### src/rtl/filt_pack_pkg.sv
// Shared types and helpers for the filtered-sample packer: lane/word widths, FIFO entry, sign extension.
// Pure definitions, no latency or flow control of its own.
package filt_pack_pkg;

   localparam int LANE_W = 16;
   localparam int WORD_W = 32;

   typedef struct packed {
      logic              tlast;
      logic [WORD_W-1:0] tdata;
   } fifo_entry_t;

   // Replicates bit (width-1) of raw into every lane bit above it.
   function automatic logic [LANE_W-1:0] sext_lane(input logic [LANE_W-1:0] raw, input int width);
      logic [LANE_W-1:0]         res;
      logic [$clog2(LANE_W)-1:0] msb;
      msb = $clog2(LANE_W)'(width - 1);
      for (int i = 0; i < LANE_W; i++) begin
         res[i] = (i < width) ? raw[i] : raw[msb];
      end
      return res;
   endfunction

endpackage

### src/rtl/packer_fifo.sv
// Word FIFO with a registered head; a write into an empty FIFO shows on rd_vld one cycle later.
// Backpressure: caller gates wr_vld with full; a push while the sole head word pops bypasses straight into the head.
module packer_fifo
   import filt_pack_pkg::*;
#(
   parameter int DEPTH = 16
) (
   input  logic        clk,
   input  logic        rst,
   input  logic        wr_vld,
   input  fifo_entry_t wr_dat,
   output logic        full,
   output logic        rd_vld,
   input  logic        rd_rdy,
   output fifo_entry_t rd_dat
);

   localparam int AW = $clog2(DEPTH);

   fifo_entry_t mem [DEPTH];
   logic [AW-1:0] wr_ptr;
   logic [AW-1:0] rd_ptr;
   logic [AW:0]   mem_cnt;
   logic [AW:0]   total;
   logic          pop;
   logic          refill;
   logic          bypass;
   logic          mem_wr;

   // Capacity counts the head register as well as the array.
   always_comb begin
      pop    = rd_vld && rd_rdy;
      refill = (mem_cnt != '0) && (!rd_vld || pop);
      bypass = wr_vld && pop && (mem_cnt == '0);
      mem_wr = wr_vld && !bypass;
      total  = mem_cnt + (AW + 1)'(rd_vld);
      full   = (total == (AW + 1)'(DEPTH));
   end

   always_ff @(posedge clk) begin
      if (mem_wr) begin
         mem[wr_ptr] <= wr_dat;
      end
   end

   always_ff @(posedge clk or posedge rst) begin
      if (rst) begin
         wr_ptr  <= '0;
         rd_ptr  <= '0;
         mem_cnt <= '0;
         rd_vld  <= 1'b0;
         rd_dat  <= '0;
      end else begin
         if (mem_wr) begin
            wr_ptr <= wr_ptr + AW'(1);
         end
         if (refill) begin
            rd_ptr <= rd_ptr + AW'(1);
         end
         case ({mem_wr, refill})
            2'b10:   mem_cnt <= mem_cnt + (AW + 1)'(1);
            2'b01:   mem_cnt <= mem_cnt - (AW + 1)'(1);
            default: mem_cnt <= mem_cnt;
         endcase
         if (refill) begin
            rd_dat <= mem[rd_ptr];
         end else if (bypass) begin
            rd_dat <= wr_dat;
         end
         if (refill || bypass) begin
            rd_vld <= 1'b1;
         end else if (pop) begin
            rd_vld <= 1'b0;
         end
      end
   end

endmodule

### src/rtl/filt_sample_packer.sv
// Decimates filtered ADC samples, sign-extends to 16 bits and packs two per AXI-Stream word with framing.
// Latency: second sample of a pair -> tvalid after 3 edges; tready stall fills the FIFO, then words drop with sticky overflow.
module filt_sample_packer
   import filt_pack_pkg::*;
#(
   parameter int ADC_WIDTH        = 14,
   parameter int AXIS_TDATA_WIDTH = 32,
   parameter int DECIM            = 1,
   parameter int FRAME_LEN        = 256,
   parameter int FIFO_DEPTH       = 16
) (
   input  logic                        clk,
   input  logic                        reset,
   input  logic                        enable,
   input  logic [ADC_WIDTH-1:0]        adc_filt_a,
   output logic [AXIS_TDATA_WIDTH-1:0] m_axis_tdata,
   output logic                        m_axis_tvalid,
   input  logic                        m_axis_tready,
   output logic                        m_axis_tlast,
   output logic                        overflow
);

   logic [ADC_WIDTH-1:0] s0_dat;
   logic                 s0_en;
   logic [15:0]          dcnt;
   logic                 ph;
   logic [LANE_W-1:0]    lane_lo;
   logic [15:0]          fcnt;
   logic [LANE_W-1:0]    raw;
   logic [LANE_W-1:0]    lane_new;
   logic                 accept;
   logic                 word_done;
   logic                 frame_end;
   logic                 pop;
   logic                 wr_ok;
   logic                 fifo_full;
   fifo_entry_t          wr_dat;
   fifo_entry_t          rd_dat;

   always_ff @(posedge clk or posedge reset) begin
      if (reset) begin
         s0_dat <= '0;
         s0_en  <= 1'b0;
      end else begin
         s0_dat <= adc_filt_a;
         s0_en  <= enable;
      end
   end

   // A full FIFO still takes the word when its head pops in the same cycle.
   always_comb begin
      raw                  = '0;
      raw[ADC_WIDTH-1:0]   = s0_dat;
      lane_new             = sext_lane(raw, ADC_WIDTH);
      accept               = s0_en && (dcnt == 16'd0);
      word_done            = accept && ph;
      frame_end            = (fcnt == 16'(FRAME_LEN - 1));
      pop                  = m_axis_tvalid && m_axis_tready;
      wr_ok                = word_done && (!fifo_full || pop);
      wr_dat.tdata         = {lane_new, lane_lo};
      wr_dat.tlast         = frame_end;
   end

   always_ff @(posedge clk or posedge reset) begin
      if (reset) begin
         dcnt     <= '0;
         ph       <= 1'b0;
         lane_lo  <= '0;
         fcnt     <= '0;
         overflow <= 1'b0;
      end else begin
         if (!s0_en) begin
            dcnt <= '0;
            ph   <= 1'b0;
         end else begin
            dcnt <= (dcnt == 16'(DECIM - 1)) ? 16'd0 : dcnt + 16'd1;
            if (accept) begin
               ph <= ~ph;
            end
         end
         if (accept && !ph) begin
            lane_lo <= lane_new;
         end
         // Frame position tracks delivered words only, so drops never shorten a frame.
         if (wr_ok) begin
            fcnt <= frame_end ? 16'd0 : fcnt + 16'd1;
         end
         if (word_done && !wr_ok) begin
            overflow <= 1'b1;
         end
      end
   end

   packer_fifo #(
      .DEPTH (FIFO_DEPTH)
   ) u_fifo (
      .clk    (clk),
      .rst    (reset),
      .wr_vld (wr_ok),
      .wr_dat (wr_dat),
      .full   (fifo_full),
      .rd_vld (m_axis_tvalid),
      .rd_rdy (m_axis_tready),
      .rd_dat (rd_dat)
   );

   assign m_axis_tdata = rd_dat.tdata;
   assign m_axis_tlast = rd_dat.tlast;

endmodule

### config.mk
export PLATFORM = sky130hd
export DESIGN_NAME = filt_sample_packer
export DESIGN_NICKNAME = d
export VERILOG_FILES = /design/src/rtl/filt_pack_pkg.sv /design/src/rtl/packer_fifo.sv /design/src/rtl/filt_sample_packer.sv
export SDC_FILE = /design/constraint.sdc
export NUM_CORES = 1
export LEC_CHECK = 0
export CORE_ASPECT_RATIO = 0.9
export CORE_MARGIN = 2
export CORE_UTILIZATION = 50
export CTS_BUF_LIST = sky130_fd_sc_hd__clkbuf_16
export CTS_CLUSTER_SIZE = 14
export DETAILED_ROUTE_END_ITERATION = 8
export GPL_TIMING_DRIVEN = 0
export PLACE_DENSITY = 0.69
export SYNTH_ARGS = -nofsm -noshare
export SYNTH_HDL_FRONTEND = slang
export SYNTH_SLANG_ARGS = --single-unit
### constraint.sdc
create_clock -name clk -period 5.12 [get_ports clk]
set_input_delay 1.28 -clock clk [delete_from_list [all_inputs] [get_ports clk]]
set_output_delay 1.28 -clock clk [all_outputs]
set_load 0.03 [all_outputs]
# After elaboration in Yosys (flattened, before gate mapping)
# Memories as Yosys holds them, arrays and structs flattened.
# Index checks and enable logic that the tools add are counted.
# totals
reg_bits,110
ramBits,528
output_inout_bits,35
elab_cells,63
memories,1
# mem_list
memory,depth,word_bits,rd,rd_ports_with_merged_regs,write_ports,line,text
u_fifo.mem,16,33,1,0,1,packer_fifo.sv:20,fifo_entry_t mem [DEPTH];
# op_classes
add_sub_neg,7
n_eq_ne,5
muxes,12
bitwise_logic,1
n_reduce_logical,24
# op_table
operator,n
$mux W33,2
$mux W16,3
$add A16 B1 Y16 const B,2
$eq A16 B8 Y1 const B,1
$logic_not A16 Y1,1
$logic_and A1 B1 Y1,10
$pmux W5 S2,1
$add A4 B1 Y4 const B,2
$mux W1,6
$reduce_bool A2 Y1,3
$add A5 B1 Y5,1
$add A5 B1 Y5 const B,1
$eq A5 B5 Y1 const B,1
$logic_not A1 Y1,5
$logic_not A5 Y1,1
$reduce_bool A5 Y1,1
$sub A5 B1 Y5 const B,1
$logic_or A1 B1 Y1,3
$eq A2 B1 Y1 const B,1
$eq A2 B2 Y1 const B,1
$ne A2 B1 Y1 const B,1
$not A1 Y1,1

# Depth between registers and ports, before layout
# Gate-level depths: netlist (run 1).
# depth
ltp_word,11
depth_mapped,17

# Cells and area by module
# Synthesis (run 1) repeated with hierarchy kept, for this count alone.
# hier_totals
cells_unflattened,1241
area_unflattened_um2,25092.8
# by_module_without_submodules
mod,n_inst,cells_each,area_each_um2,seq_area_each_um2
packer_fifo,1,1024,22409.0,17031.3
filt_sample_packer,1,217,2683.8,1576.5

# Worst setup path after synthesis (run 1)
# OpenSTA, ideal clock, no wires.
# synth_timing
kind,input port to flip-flop
startpoint,input port m_axis_tready
endpoint,"memory u_fifo.mem[1][0] (netlist bit), enable pin"
t_arrival_ps,5219
required_ps,4622
slack_ps,-598
stages,6
n_path_buf,1
path_cell_list,nand2_1 -> o2111ai_1 -> nor2_1 -> or3b_1 -> clkbuf_1 -> nor4b_1
# synth_between
elab_chain_cells,9
# synth_rtl
element,line,text
"start, declared",filt_sample_packer.sv:18,"input logic m_axis_tready,"
$logic_and A1 B1 Y1 (*),"packer_fifo.sv:32, filt_sample_packer.sv:58",
$logic_or A1 B1 Y1,filt_sample_packer.sv:59,wr_ok = word_done && (!fifo_full || pop);
$logic_and A1 B1 Y1,filt_sample_packer.sv:59,
$logic_and A1 B1 Y1 (2 in a row),packer_fifo.sv:34,bypass = wr_vld && pop && (mem_cnt == '0);
$logic_not A1 Y1,packer_fifo.sv:35,mem_wr = wr_vld && !bypass;
$logic_and A1 B1 Y1 (*),packer_fifo.sv:35,
$mux W1 (*),packer_fifo.sv:41,if (mem_wr) begin
$mux W1 (implied by the code) (*),packer_fifo.sv:42,mem[wr_ptr] <= wr_dat;
"end, declared",packer_fifo.sv:20,
# Every way passes the cells marked *; elsewhere a longest branch is shown, timed or not.

# Worst setup path in the final report (run 1)
# layout_timing
startpoint,input port m_axis_tready
endpoint,register u_fifo.mem_cnt[4]
# layout_lines
element,line,text
$logic_and A1 B1 Y1 (*),packer_fifo.sv:32,pop = rd_vld && rd_rdy;
$logic_or A1 B1 Y1 (*),packer_fifo.sv:33,refill = (mem_cnt != '0) && (!rd_vld || pop);
$logic_and A1 B1 Y1 (*),packer_fifo.sv:33,
named net u_fifo.refill,packer_fifo.sv:26,logic refill;
$eq A2 B1 Y1 / $eq A2 B2 Y1 (equally long branches),packer_fifo.sv:60,"case ({mem_wr, refill})"
$pmux W5 S2 / $reduce_bool A2 Y1 (equally long branches),n/a,
"end signal, assigned",packer_fifo.sv:61,2'b10: mem_cnt <= mem_cnt + (AW + 1)'(1);
"end signal, assigned",packer_fifo.sv:62,2'b01: mem_cnt <= mem_cnt - (AW + 1)'(1);
"end signal, assigned",packer_fifo.sv:63,default: mem_cnt <= mem_cnt;
"end, declared",packer_fifo.sv:23,logic [AW:0] mem_cnt;
# Mark *: on every way through the listed nets, which the timed path passes. The rest lies on a longest branch.
# A chain may end at the register's enable or synchronous reset.

==> results of run 1 <==
==> cell usage in the layout, fill, tap and decap left out, types with 24 or more instances in the layout <==
master           instances
dfrtp_1                106
buf_4                   28
o21ai_0                 47
clkbuf_16               56
clkbuf_1                35
clkdlybuf4s50_1         52
inv_1                   24
o22ai_1                 24
nand2_1                 33
mux4_2                 100
edfxtp_1               464
mux2i_1                 54
nor2_1                  32
a22o_1                  42
==> metrics by stage <==
| stage | setup WS (ns) | util, % |
|---|---|---|
| floorplan | -0.5976 | - |
| global placement | -4.603 | 53.65 |
| detailed placement | -0.3168 | 55.04 |
| CTS | 0.3111 | 59.25 |
| global route | 0.1588 | 59.25 |
| finish | 0.5588 | 59.25 |
==> state kept, by name, indices dropped and copies added (netlist names), 4 cells and up <==
register,flops
u_fifo.mem,464
u_fifo.rd_dat,29
dcnt,16
fcnt,16
lane_lo,14
s0_dat,14
u_fifo.mem_cnt,5
u_fifo.rd_ptr,4
u_fifo.wr_ptr,4
==> report_power, final <==
part | switching, mW | leakage [nW] | internal [mW]
Clock | 1.70 | 0.958 | 2.44
Combinational | 2.07 | 2.61 | 1.70
Sequential | 0.298 | 5.51 | 5.42
Total | 4.07 | 9.07 | 9.55
==> path summary, 6_finish.rpt <==
kind                       slack (ns)                 to  cells after the start
hold / removal                   0.46           fcnt[15]                      1
setup reg to reg                 0.69  u_fifo.mem_cnt[4]                     17
max in group asynchronous        3.33  u_fifo.rd_dat[32]                      3
hold reg to reg                  0.46           fcnt[15]                      1
min in group asynchronous        1.03          s0_dat[0]                      2
setup / recovery                 0.56  u_fifo.mem_cnt[4]                     14
==> cell type report <==
cell class | instances | share of cell area (%)
clock buffers | 56 | 5.350
repair buffers | 98 | 3.898
clock inverters | 48 | 1.758
flip-flops and latches | 570 | 63.32
multi-input cells | 546 | 21.45
inverters | 15 | 0.2341
plain buffers | 66 | 1.123
well taps | 600 | 2.866
==> logic make-up after synthesis <==
kind of cell             share of synthesized area [%]
AO/OA/AOI/OAI                                    4.470
XOR/XNOR                                         1.483
adder cells (fa/ha/maj)                         0.7247
buffers and inverters                            1.555
flip-flops                                       73.89
multiplexers                                     13.81
AND/OR/NAND/NOR                                  4.064
==> routing by layer <==
layer	track usage, %	vias to the layer above	share of wire (%)
met5	0	-	0
met4	5.789	0	2.2
met3	3.199	72	6.8
met2	34.16	425	47
met1	32.57	6122	44
li1	-	5125	-
==> worst max-delay path: stages <==
cell and delay (ns):
clkdlybuf4s50_1 0.53, nand2b_1 0.25, o21a_1 0.15, clkbuf_1 0.44
clkbuf_1 0.82, ha_1 0.30, clkbuf_1 0.33, xor2_1 0.19
ha_1 0.21, nand2_1 0.06, nor2_1 0.08, o21ai_0 0.08
a31oi_1 0.20, xor2_1 0.16
==> impl_metrics.py, run 1 <==
metrics = {
    "sta": {
        "fin_worst_skew_ns": 0.01350,
        "tns_ns": 0,
        "setup_viol": 0,
        "period_needed_ns": 4.561,
        "fin_hold_ws_ns": 0.4637,
        "max_freq_mhz": 219.2,
        "maxSlewViolCount": 0,
        "slew_headroom_pct": 23.07,
        "worst_slew_pin_slew_ns": 1.154,
        "hold_viol_final": 0,
        "finalCritPeriodShare_pct": 89.09,
        "rsz0062_at_grt": "no",
    },
    "pwr": {
        "p_leak_nw": 9.073,
        "power_mw": 13.63,
        "ir_worst_vdd_uv": 262.7,
        "power.density_nw_per_um2": 520.2,
    },
    "finish": {
        "area_delta_synth_final_pct": 16.69,
        "diodes": 0,
        "final_nets": 1383,
        "drive_gt1_share_pct": 20.66,
        "fin_cells": 1999,
        "regArea_um2": 16590,
        "design_area_um2": 26190,
        "fill_cells": 3231,
        "multiInputGateArea_um2": 5618,
    },
    "min_path": {
        "min_from": "fcnt[15]",
        "min_path_type": "reg2reg",
    },
    "floorplanning": {
        "die_h_um": 205.0,
        "rows": 73,
        "core_area_um2": 44210,
        "io_pins": 53,
        "die_x_um": 227.3,
        "die_area_um2": 46610,
        "start_util_pct": 50.78,
    },
    "placement": {
        "dp.cells": 1895,
        "dpl_cell_area_um2": 24330,
        "dp_hpwl_mm": 32.49,
        "numPortBuffers": 52,
        "place_congestion": 0.8123,
    },
    "synthesis": {
        "synthCells": 1197,
        "synth_edf_count": 464,
        "ys_seq_area_share_pct": 73.89,
        "netlist_area_um2": 22450,
        "postSynthAreaPerCell_um2": 18.75,
        "synth_area_leader_cell": "edfxtp_1",
        "synth_area_leaders": "edfxtp_1, dfrtp_1, mux4_2",
        "netlist_top_cells_count": "edfxtp_1, dfrtp_1, mux4_2, mux2i_1, o21ai_0",
        "synth_ff_type": "edfxtp_1",
        "yosysWarnings": 0,
        "synthArstFlopShare_pct": 18.60,
        "synth.net_count": 1228,
        "yosysMostFrequentCell": "edfxtp_1",
        "yosys.area.top_type_share_pct": 62.07,
        "synthDistinctLibCells": 51,
        "synth_seq_cells": 570,
    },
    "global_route": {
        "grt.total_usage_pct": 21.85,
        "overflow": 0,
        "grt_max_degree": 79,
        "first_global_vias": 11900,
        "grt_antenna_before_repair": 0,
        "grt_pass1_wl_mm": 74.35,
    },
    "outcome": {
        "outcome": "completed",
    },
    "worst_setup_path": {
        "cp.required_ns": 5.64,
        "critPathLaunchType": "input pin",
        "startpoint": "m_axis_tready",
        "r2r-start": "u_fifo.mem_cnt[0]",
        "worstSetupPathType": "in2reg",
        "crit_fanout": 11,
        "cp.arrival_ns": 5.08,
        "worst_setup_path_end_kind": "register",
    },
    "cts": {
        "cts_resized": 0,
        "cts_made_buffers": 55,
        "holdBufCountCts": 0,
        "clockBufferDepth": 3,
        "insertion_delay_ns": 0.60,
        "postCtsSetupRepairBufs": 0,
        "clock-sinks": 570,
        "cts_root_buf": "clkbuf_16",
        "cts_tree": "done",
        "path_clk_slew_ns": 0.06,
        "htreeDepth": 2,
    },
    "routing": {
        "drtAntennaViolNets": 0,
        "drt_iter0_drc": 1112,
        "drt_first_pass_iters": 5,
        "vias": 11740,
        "wirelength_mm": 49.05,
        "routedWlPerCell_um": 24.54,
        "drcViolationCount": 0,
        "avgViaCountPerCell": 5.875,
    },
    "run": {
        "max-cap-violations": 0,
    },
}
(Power assumes the default switching activity.)
==> run 2: changes to the inputs <==
--- a/config.mk
+++ b/config.mk
@@ -11,7 +11,6 @@
 export CTS_BUF_LIST = sky130_fd_sc_hd__clkbuf_16
 export CTS_CLUSTER_SIZE = 14
 export DETAILED_ROUTE_END_ITERATION = 8
-export GPL_TIMING_DRIVEN = 0
 export PLACE_DENSITY = 0.69
 export SYNTH_ARGS = -nofsm -noshare
 export SYNTH_HDL_FRONTEND = slang
==> run 2 against run 1 <==
Against the previous run:
- non-clock buffer count is 77 lower
- global-route usage hardly changed
- first-iteration DRC count is 0.36% lower
- critical path depth is 7 lower
- sequential power is 4.4% higher
- core utilization is 1.3 points lower
- hold slack better by 0.0071 ns
==> impl_metrics.py, run 2 (same netlist as run 1, synthesis figures left out) <==
metrics = {
    "cts": {
        "insertion_delay_ns": 0.61,
        "cts_resized": 0,
        "holdBufCountCts": 0,
        "cts_made_buffers": 55,
        "cts_root_buf": "clkbuf_16",
        "cts_tree": "done",
        "clock-sinks": 570,
        "clockBufferDepth": 3,
        "path_clk_slew_ns": 0.06,
        "postCtsSetupRepairBufs": 0,
        "htreeDepth": 2,
    },
    "sta": {
        "max_freq_mhz": 285.9,
        "period_needed_ns": 3.498,
        "setup_viol": 0,
        "hold_viol_final": 0,
        "tns_ns": 0,
        "slew_headroom_pct": 31.20,
        "fin_hold_ws_ns": 0.4707,
        "fin_ws_ns": 1.622,
        "worst_slew_pin_slew_ns": 1.028,
        "finalCritPeriodShare_pct": 68.32,
        "rsz0062_at_grt": "no",
        "maxSlewViolCount": 0,
        "fin_worst_skew_ns": 0.01694,
    },
    "min_path": {
        "hold_path_end": "fcnt[15]",
        "min_path_type": "reg2reg",
        "min_from": "fcnt[15]",
        "holdPathStages": 1,
    },
    "finish": {
        "largest_register": "u_fifo.mem",
        "fill_cells": 3331,
        "largest_register_ff_count": 464,
        "diodes": 0,
        "reg.largest.list": "u_fifo.mem: 464 flops, u_fifo.rd_dat: 29 flops",
        "regArea_um2": 16590,
        "layout_commonest_cell": "edfxtp_1",
        "multiInputGateArea_um2": 5627,
        "area_delta_synth_final_pct": 14.06,
        "drive_gt1_share_pct": 19.67,
        "final_cell_mix": "edfxtp_1, dfrtp_1, mux4_2, clkbuf_16, mux2i_1",
        "final_nets": 1306,
        "design_area_um2": 25600,
    },
    "worst_setup_path": {
        "rr_worst_depth": 8,
        "critPathLaunchType": "input pin",
        "cp.required_ns": 5.35,
        "crit_chain": "clkdlybuf4s50_1, nand2_1, o2111ai_1, nor2_1, or3b_1, buf_4, nor2_4",
        "crit_fanout": 29,
        "startpoint": "m_axis_tready",
        "worstSetupPathType": "in2reg",
        "worstReg2RegEnd": "u_fifo.mem[12][2]",
        "worst_setup_path_end_kind": "register",
        "slowest_delay_ns": 0.84,
        "reg2reg_slack_ns": 1.66,
        "critPathSlowestCell": "nor2_4",
        "cp.arrival_ns": 3.73,
        "r2r-start": "dcnt[0]",
    },
    "floorplanning": {
        "core_area_um2": 44210,
        "io_pins": 53,
        "die_h_um": 205.0,
        "die_area_um2": 46610,
        "rows": 73,
        "start_util_pct": 50.78,
        "die_x_um": 227.3,
    },
    "pwr": {
        "ir_worst_vdd_uv": 279.5,
        "power_mw": 13.43,
        "power.density_nw_per_um2": 524.7,
        "p_leak_nw": 8.812,
    },
    "global_route": {
        "first_global_vias": 11650,
        "grt_pass1_wl_mm": 73.97,
        "overflow": 0,
        "grt_antenna_before_repair": 0,
        "grt_max_degree": 60,
        "grt.total_usage_pct": 21.89,
    },
    "routing": {
        "vias": 11590,
        "drcViolationCount": 0,
        "drtAntennaViolNets": 0,
        "drt_first_pass_iters": 5,
        "drt_iter0_drc": 1108,
        "routedWlPerCell_um": 25.55,
        "avgViaCountPerCell": 6.029,
        "wirelength_mm": 49.11,
    },
    "run": {
        "max-cap-violations": 0,
    },
    "placement": {
        "numPortBuffers": 52,
        "dp_hpwl_mm": 30.23,
        "pre_cts_ws_ns": 0.9440,
        "dpl_cell_area_um2": 23850,
        "place_congestion": 0.7979,
    },
    "outcome": {
        "outcome": "completed",
    },
}
run 2: critical path: cells and delay by family:
| family | cells | cell delay, ns |
|---|---|---|
| AOI/OAI and AO/OA | 1 | 0.15 |
| buffers and inverters | 2 | 0.80 |
| and+or+nand+nor | 4 | 1.44 |
run 2: worst max path at each step:
stage / slack [ns] / cells past startpoint / end
2_1_floorplan: -0.60 / 6 / u_fifo.mem[1][0]
3_5_place_dp: 0.94 / 7 / u_fifo.mem[12][4]
4_1_cts: 1.59 / 7 / u_fifo.mem[12][0]
5_1_grt: 1.33 / 8 / u_fifo.mem[12][4]
6_report: 1.62 / 7 / u_fifo.mem[12][2]
3_3_place_gp: 1.05 / 7 / u_fifo.mem[12][5]
run 2: report_power, final:
part	internal (mW)	total, mW	switching (mW)	leakage, nW
Combinational	1.66	3.54	1.89	2.39
Sequential	5.42	5.97	0.547	5.51
Clock	2.23	3.92	1.69	0.915
Total	9.31	13.4	4.13	8.81
run 2: routing by layer:
| layer | track usage (%) | share of wire (%) | vias to the layer above |
|---|---|---|---|
| li1 | - | - | 4974 |
| met2 | 31.97 | 45 | 453 |
| met3 | 4.819 | 8.3 | 64 |
| met4 | 6.466 | 2.0 | 0 |
| met1 | 33.25 | 44 | 6097 |
| met5 | 0 | 0 | - |
run 2: final cells by class:
class,instances,share of cell area (%)
clock inverters,48,1.368
clock buffers,56,5.474
inverters,15,0.2297
well taps,600,2.932
flip-flops and latches,570,64.81
multi-input cells,546,21.98
repair buffers,87,3.206
run 2: through the flow:
step                      cells  utilization (%)
after floorplan            1197                -
after global placement     1818            53.95
after detailed placement   1818            53.95
after CTS                  1922            57.91
after global routing       1922            57.91
final                      1922            57.91
